==> src/rtl/decoder38_scan_pkg.sv <==
// Shared types and constants for the decoder38 scan sequencer.
package decoder38_scan_pkg;

   typedef enum logic [1:0] {
      IDLE,
      BLANK,
      DWELL
   } scan_state_t;

   localparam int NUM_CH        = 8;
   localparam int IDX_W         = 3;
   localparam int BLANK_CYC_MAX = 15;
   localparam int BLANK_CNT_W   = $clog2(BLANK_CYC_MAX + 1);

endpackage

==> src/rtl/decoder38_next_idx.sv <==
// Combinational channel search: lowest enabled index above cur_idx, else the lowest enabled index.
// Flags a wrap when nothing above cur_idx is enabled, and none when the mask is empty.
module decoder38_next_idx
   import decoder38_scan_pkg::*;
(
   input  logic [IDX_W-1:0]  cur_idx,
   input  logic [NUM_CH-1:0] mask,
   output logic [IDX_W-1:0]  next_idx,
   output logic              wrap,
   output logic              none
);

   logic [IDX_W-1:0] low_idx;
   logic [IDX_W-1:0] high_idx;
   logic             high_found;

   // Scanning downward leaves the lowest qualifying hit in each result.
   always_comb begin
      low_idx    = '0;
      high_idx   = '0;
      high_found = 1'b0;
      for (int i = NUM_CH - 1; i >= 0; i--) begin
         if (mask[i]) begin
            low_idx = IDX_W'(i);
            if (i > int'(cur_idx)) begin
               high_idx   = IDX_W'(i);
               high_found = 1'b1;
            end
         end
      end
   end

   assign next_idx = high_found ? high_idx : low_idx;
   assign wrap     = !high_found;
   assign none     = (mask == '0);

endmodule

==> src/rtl/decoder38_scan_ctrl.sv <==
// Scan sequencer feeding a 3-to-8 decoder: walks w with a blanking gap and a dwell per channel.
// Define DECODER38_SCAN_MASK_EN to skip channels whose en_mask bit is clear.
module decoder38_scan_ctrl
   import decoder38_scan_pkg::*;
#(
   parameter int DWELL_W   = 16,
   parameter int BLANK_CYC = 2
) (
   input  logic               clk,
   input  logic               rst_n,
   input  logic               start,
   input  logic               stop,
   input  logic               mode,
   input  logic [DWELL_W-1:0] dwell,
   input  logic               pol_in,
   input  logic [NUM_CH-1:0]  en_mask,
   output logic [IDX_W-1:0]   w,
   output logic               e,
   output logic               s,
   output logic               busy,
   output logic               step_pulse,
   output logic               done
);

   localparam logic [BLANK_CNT_W-1:0] BLANK_LD  = BLANK_CNT_W'(BLANK_CYC);
   localparam logic [DWELL_W-1:0]     DWELL_ONE = DWELL_W'(1);

   scan_state_t              state;
   logic [BLANK_CNT_W-1:0]   blank_cnt;
   logic [DWELL_W-1:0]       dwell_cnt;
   logic [DWELL_W-1:0]       dwell_lat;
   logic [DWELL_W-1:0]       dwell_eff;
   logic [IDX_W-1:0]         next_idx;
   logic [IDX_W-1:0]         first_idx;
   logic                     adv_wrap;
   logic                     mask_none;
   logic                     start_ok;

   assign dwell_eff = (dwell == '0) ? DWELL_ONE : dwell;

`ifdef DECODER38_SCAN_MASK_EN
   logic [IDX_W-1:0] search_idx;

   // Searching from channel 7 while idle makes the wrap land on the lowest enabled channel.
   assign search_idx = (state == IDLE) ? IDX_W'(NUM_CH - 1) : w;

   decoder38_next_idx u_next_idx (
      .cur_idx  (search_idx),
      .mask     (en_mask),
      .next_idx (next_idx),
      .wrap     (adv_wrap),
      .none     (mask_none)
   );

   assign first_idx = next_idx;
`else
   logic unused_mask;

   assign unused_mask = ^en_mask;
   assign next_idx    = w + 1'b1;
   assign adv_wrap    = (w == IDX_W'(NUM_CH - 1));
   assign mask_none   = 1'b0;
   assign first_idx   = '0;
`endif

   assign start_ok = start && !stop && !mask_none;

   // Sequencer: w is only reloaded on cycles where e is (or becomes) high.
   always_ff @(posedge clk) begin
      if (!rst_n) begin
         state      <= IDLE;
         w          <= '0;
         e          <= 1'b1;
         s          <= 1'b0;
         busy       <= 1'b0;
         step_pulse <= 1'b0;
         done       <= 1'b0;
         blank_cnt  <= '0;
         dwell_cnt  <= '0;
         dwell_lat  <= '0;
      end else begin
         step_pulse <= 1'b0;
         done       <= 1'b0;
         if (stop) begin
            state <= IDLE;
            e     <= 1'b1;
            busy  <= 1'b0;
         end else begin
            unique case (state)
               IDLE: begin
                  e <= 1'b1;
                  if (start_ok) begin
                     s         <= pol_in;
                     dwell_lat <= dwell_eff;
                     w         <= first_idx;
                     blank_cnt <= BLANK_LD;
                     busy      <= 1'b1;
                     state     <= BLANK;
                  end
               end
               BLANK: begin
                  if (blank_cnt <= BLANK_CNT_W'(1)) begin
                     e          <= 1'b0;
                     step_pulse <= 1'b1;
                     dwell_cnt  <= dwell_lat;
                     state      <= DWELL;
                  end else begin
                     blank_cnt <= blank_cnt - 1'b1;
                  end
               end
               DWELL: begin
                  if (dwell_cnt <= DWELL_ONE) begin
                     e <= 1'b1;
                     // An empty mask ends the scan like a wrap, but only one-shot reports done.
                     if (mask_none || (adv_wrap && !mode)) begin
                        done  <= !mode;
                        busy  <= 1'b0;
                        state <= IDLE;
                     end else begin
                        w         <= next_idx;
                        blank_cnt <= BLANK_LD;
                        state     <= BLANK;
                     end
                  end else begin
                     dwell_cnt <= dwell_cnt - 1'b1;
                  end
               end
               default: begin
                  state <= IDLE;
                  e     <= 1'b1;
                  busy  <= 1'b0;
               end
            endcase
         end
      end
   end

endmodule
==> config.mk <==
export PLATFORM = sky130hd
export DESIGN_NAME = decoder38_scan_ctrl
export DESIGN_NICKNAME = d
export VERILOG_FILES = /design/src/rtl/decoder38_scan_pkg.sv /design/src/rtl/decoder38_next_idx.sv /design/src/rtl/decoder38_scan_ctrl.sv
export SDC_FILE = /design/constraint.sdc
export NUM_CORES = 1
export LEC_CHECK = 0
export CAP_MARGIN = 20
export CORE_MARGIN = 1.5
export CORE_UTILIZATION = 25
export CTS_CLUSTER_DIAMETER = 60
export DETAILED_ROUTE_END_ITERATION = 8
export PLACE_DENSITY = 0.47
export SYNTH_ARGS = -nofsm -noshare
export SYNTH_HDL_FRONTEND = slang
export SYNTH_SLANG_ARGS = --single-unit
==> constraint.sdc <==
create_clock -name clk -period 7.5 [get_ports clk]
set_input_delay 0.75 -clock clk [delete_from_list [all_inputs] [get_ports clk]]
set_output_delay 0.75 -clock clk [all_outputs]
set_load 0.05 [all_outputs]
==> results of run 1 <==
[kinds of logic (layout without fill, tap and decap cells)]
kind of cell | count (synthesis) | in the layout | synth area share (%)
buf+inv | 32 | 50 | 5.53
compound gates | 97 | 97 | 26.7
simple gates | 127 | 127 | 25.4
mux | 3 | 3 | 1.24
flops | 46 | 46 | 38.0
fa+ha+maj | 6 | 6 | 3.10
[stage by stage]
| stage | instances | hold slack (ns) | instance area (um2) | setup slack, ns |
|---|---|---|---|---|
| final | 458 | 0.464 | 2890 | 4.66 |
| after floorplan | 311 | 0.436 | 2420 | 5.06 |
| after CTS | 458 | 0.463 | 2890 | 4.66 |
| after global placement | 449 | 0.447 | 2800 | 4.37 |
| after detailed placement | 450 | 0.449 | 2800 | 4.36 |
| after global routing | 458 | 0.489 | 2890 | 4.37 |
[how the worst max path moves through the flow]
stage	slack, ns	end	start	cells past startpoint
2_1_floorplan	5.06	dwell_cnt[10]	dwell_cnt[6]	8
3_3_place_gp	4.37	dwell_cnt[0]	rst_n	7
3_5_place_dp	4.36	dwell_cnt[0]	rst_n	7
4_1_cts	4.66	dwell_cnt[0]	rst_n	7
5_1_grt	4.37	dwell_cnt[12]	dwell_cnt[0]	7
6_report	4.66	dwell_cnt[0]	rst_n	7
[layout by cell type, fill, tap and decap left out, types with 3 or more instances in the layout]
master	netlist	final
o311ai_0	13	13
nand2b_1	5	5
clkbuf_8	0	5
dfxtp_1	46	46
o21ai_1	5	5
clkdlybuf4s50_1	0	29
nand2_1	59	59
o21ai_0	8	8
or4_1	4	4
nor4_1	7	7
a21o_1	3	3
nor3_1	10	10
or2_1	3	3
a22oi_1	4	4
a21oi_1	35	35
mux2i_1	3	3
nor2b_1	3	3
o31ai_1	12	12
ha_1	6	6
nor2_1	23	23
a31oi_1	3	3
inv_1	8	8
buf_4	1	3
[state kept, by name (all words and copies together) (netlist names)]
signal      count
done            1
state           2
step_pulse      1
w               3
e               1
busy            1
blank_cnt       4
s               1
dwell_lat      16
dwell_cnt      16
[worst reg2reg max path, cell delays in order, from the launching register on]
cell and delay (ns):
dfxtp_1 0.37, inv_1 0.08, ha_1 0.27, or4b_2 0.72
nor4_1 0.66, a21oi_1 0.14, o311ai_0 0.34, o31ai_1 0.12
[area by class of cell]
cell class	count	area (um2)
repair buffers	33	317
well taps	129	161
fillers	1034	6440
clock buffers	6	72.6
inverters	9	33.8
multi-input cells	233	1370
clock inverters	2	13.8
flip-flops and latches	46	921
[where the power goes]
| group | switching, uW | total, uW | internal, uW |
|---|---|---|---|
| clock network | 88.3 | 154 | 66.0 |
| registers | 6.63 | 258 | 252 |
| logic | 56.0 | 91.4 | 35.4 |
[per-layer routing]
layer	wire, um	GRT usage [%]
met1	3380	19.1
met2	2800	20.4
met3	208	1.79
met4	110	5.34
met5	0	0
==> impl_results.md, run 1 <==
- Syn_nets: 347
- Final period demand of the worst path: 2.84 ns
- Total negative slack: 0 ns
- Class of the worst hold path: reg -> reg
- Clock tree sinks: 46
- Global-route wire length before repair: 11,000 um
- Post-synthesis async set-or-reset flop share: 0%
- Post-route ant nets: 0
- DR WL/cell: 14.2 um
- Largest net degree at the start of global routing: 41
- Worst EP required: 7.73 ns
- Final WL: 6490 um
- Critical path's largest stage delay: 1.11 ns
- Top-count cell post-synth: nand2_1
- Clock root buffer: clkbuf_8
- # rows: 35
- Worst Hold Depth: 2
- Number of global-route vias before repair: 2,193
- Top cells by area, synth: dfxtp_1, nand2_1, a21oi_1, o311ai_0, o31ai_1
- Critical path, cell by cell: clkdlybuf4s50_1 > clkinv_1 > buf_4 > nor2_1 > nand2_1 > o21ba_2 > o21ai_0
- WHS Endpoint: dwell_lat[5]
- Top cell type by total area after synthesis: dfxtp_1
- Max Cap Viol: 0
- Max Fclk: 352 MHz
- Arrival @ worst endpoint: 3.07 ns
- Synth cell types: 46
- Fin util: 30.9%
- N_diodes: 0
- Pins Over Slew Limit: 0
- Core box area: 0.00933 mm2
- Hold Crit Start: dwell_lat[5]
- DRC Markers: 0
- Worst R2R Start: dwell_cnt[0]
- Port bufs: 29
- Post-CTS Resized: 0
- Area Overhead vs Synth: 19.2%
- Aggregate global-route resource usage: 13.4%
- Fin. Hold Viols: 0
- Grt total ovfl: 0
- Synth Instances: 311
- Crit path kind: in -> reg
- CTS tree: yes
- DRT iter0 DRCs: 183
- Area share of the largest cell type after synthesis: 38.0%
- R2R Setup Slk: 4.67 ns
- Initial antenna violation count: 0
- Die Width: 101 um
- Lkg Pwr: 0.000967 uW
- Peak supply drop: 67.4 uV
- Share of cells above drive strength 1: 5.78%
- Primary FF master, synth: dfxtp_1
- Die ar.: 0.0103 mm2
- Rel. slew slack: 34.7%
- Starting Density: 26.0%
- CP startpoint kind: input port
- Post-synth top cells: nand2_1, dfxtp_1, a21oi_1, nor2_1, clkbuf_1
- Post-DP HPWL: 4420 um
- Post-Synthesis Cell Area: 0.00242 mm2
- Power consumption: 504 uW
- R2R Path End: dwell_cnt[12]
- Unrepaired setup endpoints after global routing: false
- Clock slew seen by the registers of the worst setup and hold paths: 0.09 ns
- Vias: 2,279
- Deepest clock path buffer count: 2
- Setup crit end kind: flip-flop
- Worst Path Buf+Inv: 3
- Power Density: 175 mW/mm2
- Worst-path fanout max: 34
- R2R depth: 7
- Postcts setup bufs: 0
- Mapped Avg Cell Area: 7.79 um2
- Yosys reg bits: 46
- Final #Nets: 364
- Routed vias/inst: 4.98
- Chip Height: 101 um
- Status: finished, final reports clean
- Cts-stage hold buffer count: 0
- H-tree depth: 2
- Ratio of final minimum period to clock period: 37.8%
- Routability cong.: 0.773
- Setup Skew: 0.0104 ns
- Latest clock arrival within the worst-skew pair: 0.30 ns
- Setup violation total in the final timing report: 0
- CTS buffer count: 5
- Post-synth EDFFs: 0
- Sequential fraction of the synthesis area: 38.0%
- # IOs: 38
- Worst Tran Pin Value: 0.977 ns
- Total iterations of the first detailed-routing run: 4
- Crit-path slowest cell: clkdlybuf4s50_1
- Yosys warnings: 0
- Worst path top cell family by delay: buffers and inverters
Power figures use the tool's default switching activity.
==> run 2, diff against run 1 <==
- clock period: 7.5 -> 2.8 ns (I/O delays scaled with it)
==> run 2 against run 1 <==
  * Clock skew down 0.0022 ns
  * Routed wire length is 1.7% higher
  * Largest cell class unchanged
  * Setup slack worse by 4.4 ns
  * Combinational power rose to 2.9 times the previous value
  * Sequential power grew to 2.7 times the previous value
  * First-iteration DRC count is 60% lower
  * Sequential share of layout area decreased by 1.3 points
  * Cell area grew 4.2%
==> impl_results.md, run 2 (synthesis gave the netlist of run 1 again) <==
- Status: finished, final reports clean
- CTS tree: yes
- WHS Endpoint: s
- Switching Fraction: 26.1%
- H-tree depth: 2
- Total negative slack: 0 ns
- Initial antenna violation count: 0
- Hold Crit Start: s
- Worst-path fanout max: 7
- Max Fclk: 395 MHz
- Peak supply drop: 206 uV
- Crit-path slowest cell: or4_1
- Share of cells above drive strength 1: 8.61%
- Latest clock arrival within the worst-skew pair: 0.31 ns
- Setup violation total in the final timing report: 0
- Ratio of final minimum period to clock period: 90.3%
- Final period demand of the worst path: 2.53 ns
- Area Overhead vs Synth: 24.1%
- Critical path's largest stage delay: 0.64 ns
- Seq pwr share: 43.8%
- Cts-stage hold buffer count: 0
- Worst Path Buf+Inv: 0
- Routability cong.: 0.788
- Worst EP required: 3.00 ns
- Unrepaired setup endpoints after global routing: false
- Commonest cells after routing, fill and taps aside: nand2_1, dfxtp_1, a21oi_1
- CP startpoint kind: flip-flop
- Final WL: 6600 um
- N_diodes: 0
- Largest net degree at the start of global routing: 40
- Clock Power Share: 39.6%
- Clock root buffer: clkbuf_8
- Final #Nets: 372
- Die Width: 101 um
- Grt total ovfl: 0
- Chip Height: 101 um
- Fin. Hold Viols: 0
- # rows: 35
- Class of the worst hold path: reg -> reg
- Total iterations of the first detailed-routing run: 4
- Worst path top cell family by delay: simple AND/OR/NAND/NOR gates
- R2R Setup Slk: 0.27 ns
- Power consumption: 1570 uW
- Critical path, cell by cell: or4_1 > or4_4 > a221oi_2 > a21oi_1 > a41o_1
- Max Cap Viol: 0
- Port bufs: 29
- Die ar.: 0.0103 mm2
- Combinational power share: 16.7%
- Lkg Pwr: 0.00103 uW
- R2R depth: 5
- Starting Density: 26.0%
- FILL cells: 1,023
- DR WL/cell: 14.2 um
- Worst Hold Depth: 2
- Commonest non-fill, non-tap cell in the layout: nand2_1
- Setup Skew: 0.00821 ns
- Routed vias/inst: 4.91
- Deepest clock path buffer count: 2
- Global-route wire length before repair: 10,700 um
- Core box area: 0.00933 mm2
- Clock slew seen by the registers of the worst setup and hold paths: 0.09 ns
- Setup crit end kind: flip-flop
- DRT iter0 DRCs: 73
- Post-route ant nets: 0
- Vias: 2,286
- CTS buffer count: 5
- Worst R2R Start: dwell_cnt[6]
- Top flop regs: dwell_cnt x16, dwell_lat x16, blank_cnt x4
- Power Density: 524 mW/mm2
- Arrival @ worst endpoint: 2.73 ns
- Aggregate global-route resource usage: 13.4%
- Final Worst Setup Slack: 0.271 ns
- Postcts setup bufs: 0
- Clock tree sinks: 46
- Post-place setup slack: 0.276 ns
- Pins Over Slew Limit: 0
- Post-CTS Resized: 0
- Worst Tran Pin Value: 0.724 ns
- Number of global-route vias before repair: 2,169
- Int Pwr: 1160 uW
- Crit path kind: reg -> reg
- DRC Markers: 0
- # IOs: 38
- Rel. slew slack: 51.7%
- Post-DP HPWL: 4600 um
- Sw Pwr: 411 uW
- R2R Path End: blank_cnt[2]
==> run 2: tightest hold or removal path: cells and delay by family (launching register included) <==
family	cells	cell delay (ns)
AO/OA/AOI/OAI	1	0.05
flip-flops	1	0.32
AND/OR/NAND/NOR	1	0.05
==> run 2: power groups by stage <==
stage | clock network, uW | registers (uW) | logic, uW
CTS | 641 | 689 | 264
global route | 666 | 692 | 290
finish | 623 | 689 | 262
detailed placement | 0 | 705 | 263
global placement | 0 | 705 | 262
floorplan | 0 | 706 | 154
==> run 2: worst max-delay path by stage <==
stage	start	to	slack (ns)	depth (start not counted)
finish	dwell_cnt[6]	blank_cnt[2]	0.27	5
CTS	dwell_cnt[6]	blank_cnt[2]	0.26	5
floorplan	dwell_cnt[6]	dwell_cnt[2]	0.36	8
global placement	dwell_cnt[6]	blank_cnt[2]	0.31	5
global route	dwell_cnt[0]	dwell_cnt[12]	0.15	8
detailed placement	dwell_cnt[6]	blank_cnt[2]	0.28	5
==> run 2: metal layers <==
metal  part of all wire (%)  GRT usage (%)  wire length, um  vias to the layer above
met5                      0              0                0                        -
met4                    1.0           3.85               69                        0
met3                    3.0           2.35              196                        5
met2                     44           21.6             2920                       41
met1                     52           18.2             3420                     1065
li1                       -              -                -                     1175
==> run 2: stage by stage <==
stage | hold WS [ns] | utilization (%) | instance area (um2) | instances
detailed placement | 0.451 | 30.7 | 2860 | 458
finish | 0.461 | 32.2 | 3010 | 466
CTS | 0.466 | 32.2 | 3010 | 466
floorplan | 0.416 | - | 2420 | 311
global placement | 0.449 | 30.7 | 2860 | 458
global route | 0.474 | 32.2 | 3010 | 466
==> run 2: final cells by class <==
cell class / instances / area [um2] / area share (%)
inverter: 9 / 33.8 / 1.12
sequential: 46 / 921 / 30.6
clock buffer: 6 / 82.6 / 2.75
clock inverter: 2 / 60.1 / 2.00
tap: 129 / 161 / 5.37
multi-input combinational: 233 / 1370 / 45.5
timing repair buffer: 41 / 380 / 12.7
==> run 3, diff against run 2 <==
- ABC_AREA: default -> 1
- GPL_ROUTABILITY_DRIVEN: default -> 1
- SLEW_MARGIN: default -> 0
==> run 3 against run 2 <==
  * Maximum frequency up 22%
  * Area after synthesis grew 10%
  * Cell count rose by 22%
  * Clock skew down 0.00088 ns
  * Core utilization shrank 1.8 points
  * Setup slack better by 0.45 ns
  * Routed wire length is 2.9% higher
  * Sequential share of layout area decreased by 1.3 points
  * Largest cell class unchanged
  * Largest power group unchanged
==> impl_results.md, run 3 <==
- Arrival @ worst endpoint: 2.33 ns
- Chip Height: 106 um
- Share of cells above drive strength 1: 9.03%
- Die ar.: 0.0113 mm2
- Commonest non-fill, non-tap cell in the layout: nand2_1
- DR WL/cell: 12.0 um
- DRT iter0 DRCs: 93
- CTS tree: yes
- Sequential fraction of the synthesis area: 34.6%
- Mapped Avg Cell Area: 6.56 um2
- Core box area: 0.0103 mm2
- Hold Crit Start: dwell_lat[8]
- H-tree depth: 2
- Mux contribution to synthesized area: 0.376%
- Aggregate global-route resource usage: 12.9%
- Setup crit end kind: flip-flop
- Clock slew seen by the registers of the worst setup and hold paths: 0.09 ns
- Syn_nets: 442
- Post-synthesis compound-gate area fraction: 10.2%
- Commonest cells after routing, fill and taps aside: nand2_1, nor2_1, dfxtp_1
- Initial antenna violation count: 0
- Routability cong.: 0.857
- # rows: 37
- Post-synth top cells: nand2_1, nor2_1, dfxtp_1, inv_1, nand3_1
- Post-synth EDFFs: 0
- Power Density: 450 mW/mm2
- DRC Markers: 0
- Final #Nets: 467
- Post-Synthesis Cell Area: 0.00266 mm2
- Area share of the largest cell type after synthesis: 34.6%
- Setup violation total in the final timing report: 0
- Top cell type by total area after synthesis: dfxtp_1
- Cts-stage hold buffer count: 0
- Total negative slack: 0 ns
- Area Overhead vs Synth: 18.0%
- Fin. Hold Viols: 0
- Yosys reg bits: 46
- Rel. slew slack: 55.5%
- Final WL: 6800 um
- Worst R2R Start: dwell_cnt[0]
- Die Width: 106 um
- Top cells by area, synth: dfxtp_1, nand2_1, nor2_1, nand3_1, inv_1
- Deepest clock path buffer count: 2
- Lkg Pwr: 0.00144 uW
- Ratio of final minimum period to clock period: 74.1%
- Status: finished, final reports clean
- Max Cap Viol: 0
- Worst-path fanout max: 19
- CP startpoint kind: flip-flop
- Post-synthesis async set-or-reset flop share: 0%
- Crit-path slowest cell: dfxtp_1
- Number of global-route vias before repair: 2,367
- Top-count cell post-synth: nand2_1
- CP startpoint: dwell_cnt[0]
- Worst path top cell family by delay: simple AND/OR/NAND/NOR gates
- Crit path kind: reg -> reg
- Post-DP HPWL: 4910 um
- Clock tree sinks: 46
- Worst Tran Pin Value: 0.667 ns
- Pins Over Slew Limit: 0
- Vias: 2,495
- Largest family of logic cells by synthesized area: simple AND/OR/NAND/NOR gates
- Final instance area: 0.00314 mm2
- Global-route wire length before repair: 11,500 um
- Cell Area, Placed: 0.00305 mm2
- Worst Path Buf+Inv: 2
- Unrepaired setup endpoints after global routing: false
- Primary FF master, synth: dfxtp_1
- Adder and majority cell fraction of the synthesized area: 2.82%
- CTS buffer count: 5
- Largest net degree at the start of global routing: 27
- Power consumption: 1410 uW
- Latest clock arrival within the worst-skew pair: 0.30 ns
- Max Fclk: 482 MHz
- Cell mode on critical path: nand2_1
- Post-route ant nets: 0
- Xor and xnor area share after synthesis: 0.986%
- Synth Instances: 406
- Total iterations of the first detailed-routing run: 4
- # IOs: 38
- Grt total ovfl: 0
- Postcts setup bufs: 0
- Simple-gate share of the synthesized area: 41.6%
- Peak supply drop: 165 uV
- Top flop regs: dwell_cnt x16, dwell_lat x16, blank_cnt x4
- Clock root buffer: clkbuf_8
- Critical path's largest stage delay: 0.47 ns
- Starting Density: 25.8%
- Routed vias/inst: 4.39
- Setup Skew: 0.00734 ns
- Class of the worst hold path: reg -> reg
- Final period demand of the worst path: 2.08 ns
- Yosys warnings: 0
- Worst EP required: 3.05 ns
- Critical path, cell by cell: inv_1 > ha_1 > inv_2 > nand2_1 > nand2_1 > nor2_2 > nand2_2 > nand2_4 > nand2_4 > nand2_8 > nor2_2 > nand2_1 > nand2_1
- Port bufs: 29
- N_diodes: 0
- Synth cell types: 33
- Post-CTS Resized: 0
==> run 3: worst paths after layout <==
check / to / slack [ns] / depth (start not counted)
max: dwell_cnt[10] / 0.72 / 13
min: dwell_lat[8] / 0.47 / 2
max reg2reg: dwell_cnt[10] / 0.72 / 13
min reg2reg: dwell_lat[8] / 0.47 / 2
==> run 3: cell families (layout without fill, tap and decap cells) <==
| kind of cell | count (synthesis) | count (layout) |
|---|---|---|
| buffers and inverters | 55 | 81 |
| and+or+nand+nor | 246 | 246 |
| DFF | 46 | 46 |
| adders and majority gates | 6 | 6 |
| AOI/OAI and AO/OA | 49 | 49 |
| xor gates and xnor gates | 3 | 3 |
| muxes | 1 | 1 |
==> run 3: report_power, final <==
part | switching, uW | leakage (uW) | internal, uW
Clock | 239 | 0.0000482 | 200
Combinational | 172 | 0.00102 | 104
Sequential | 19.2 | 0.000374 | 680
==> run 3: through the flow <==
step | setup slack, ns | hold WS [ns] | std cells | utilization [%]
after global placement | 0.757 | 0.458 | 560 | 29.6
after detailed placement | 0.715 | 0.459 | 560 | 29.6
after floorplan | 1.02 | 0.415 | 406 | -
final | 0.725 | 0.469 | 568 | 30.5
after CTS | 0.693 | 0.473 | 568 | 30.5
after global routing | 0.434 | 0.503 | 568 | 30.5
==> run 3: final cells by class <==
class | instances | area, um2
sequential | 46 | 921
clock buffer | 7 | 86.3
multi-input combinational | 305 | 1490
tap | 136 | 170
fill | 1147 | 7180
clock inverter | 1 | 5.00
inverter | 41 | 159
timing repair buffer | 32 | 313
==> run 3: routing by layer <==
metal	share of wire, %	global-route usage, %	vias up	wire length [um]
met5	0	0	-	0
met4	2.2	4.73	0	149
met3	2.9	2.02	9	196
met2	45	21.0	39	3050
met1	50	17.2	1113	3410
li1	-	-	1334	-
==> run 3: worst min-delay path, cell delays in order (launching register included) <==
cell and delay, ns:
dfxtp_1 0.32, nand2_1 0.06, a21oi_1 0.05
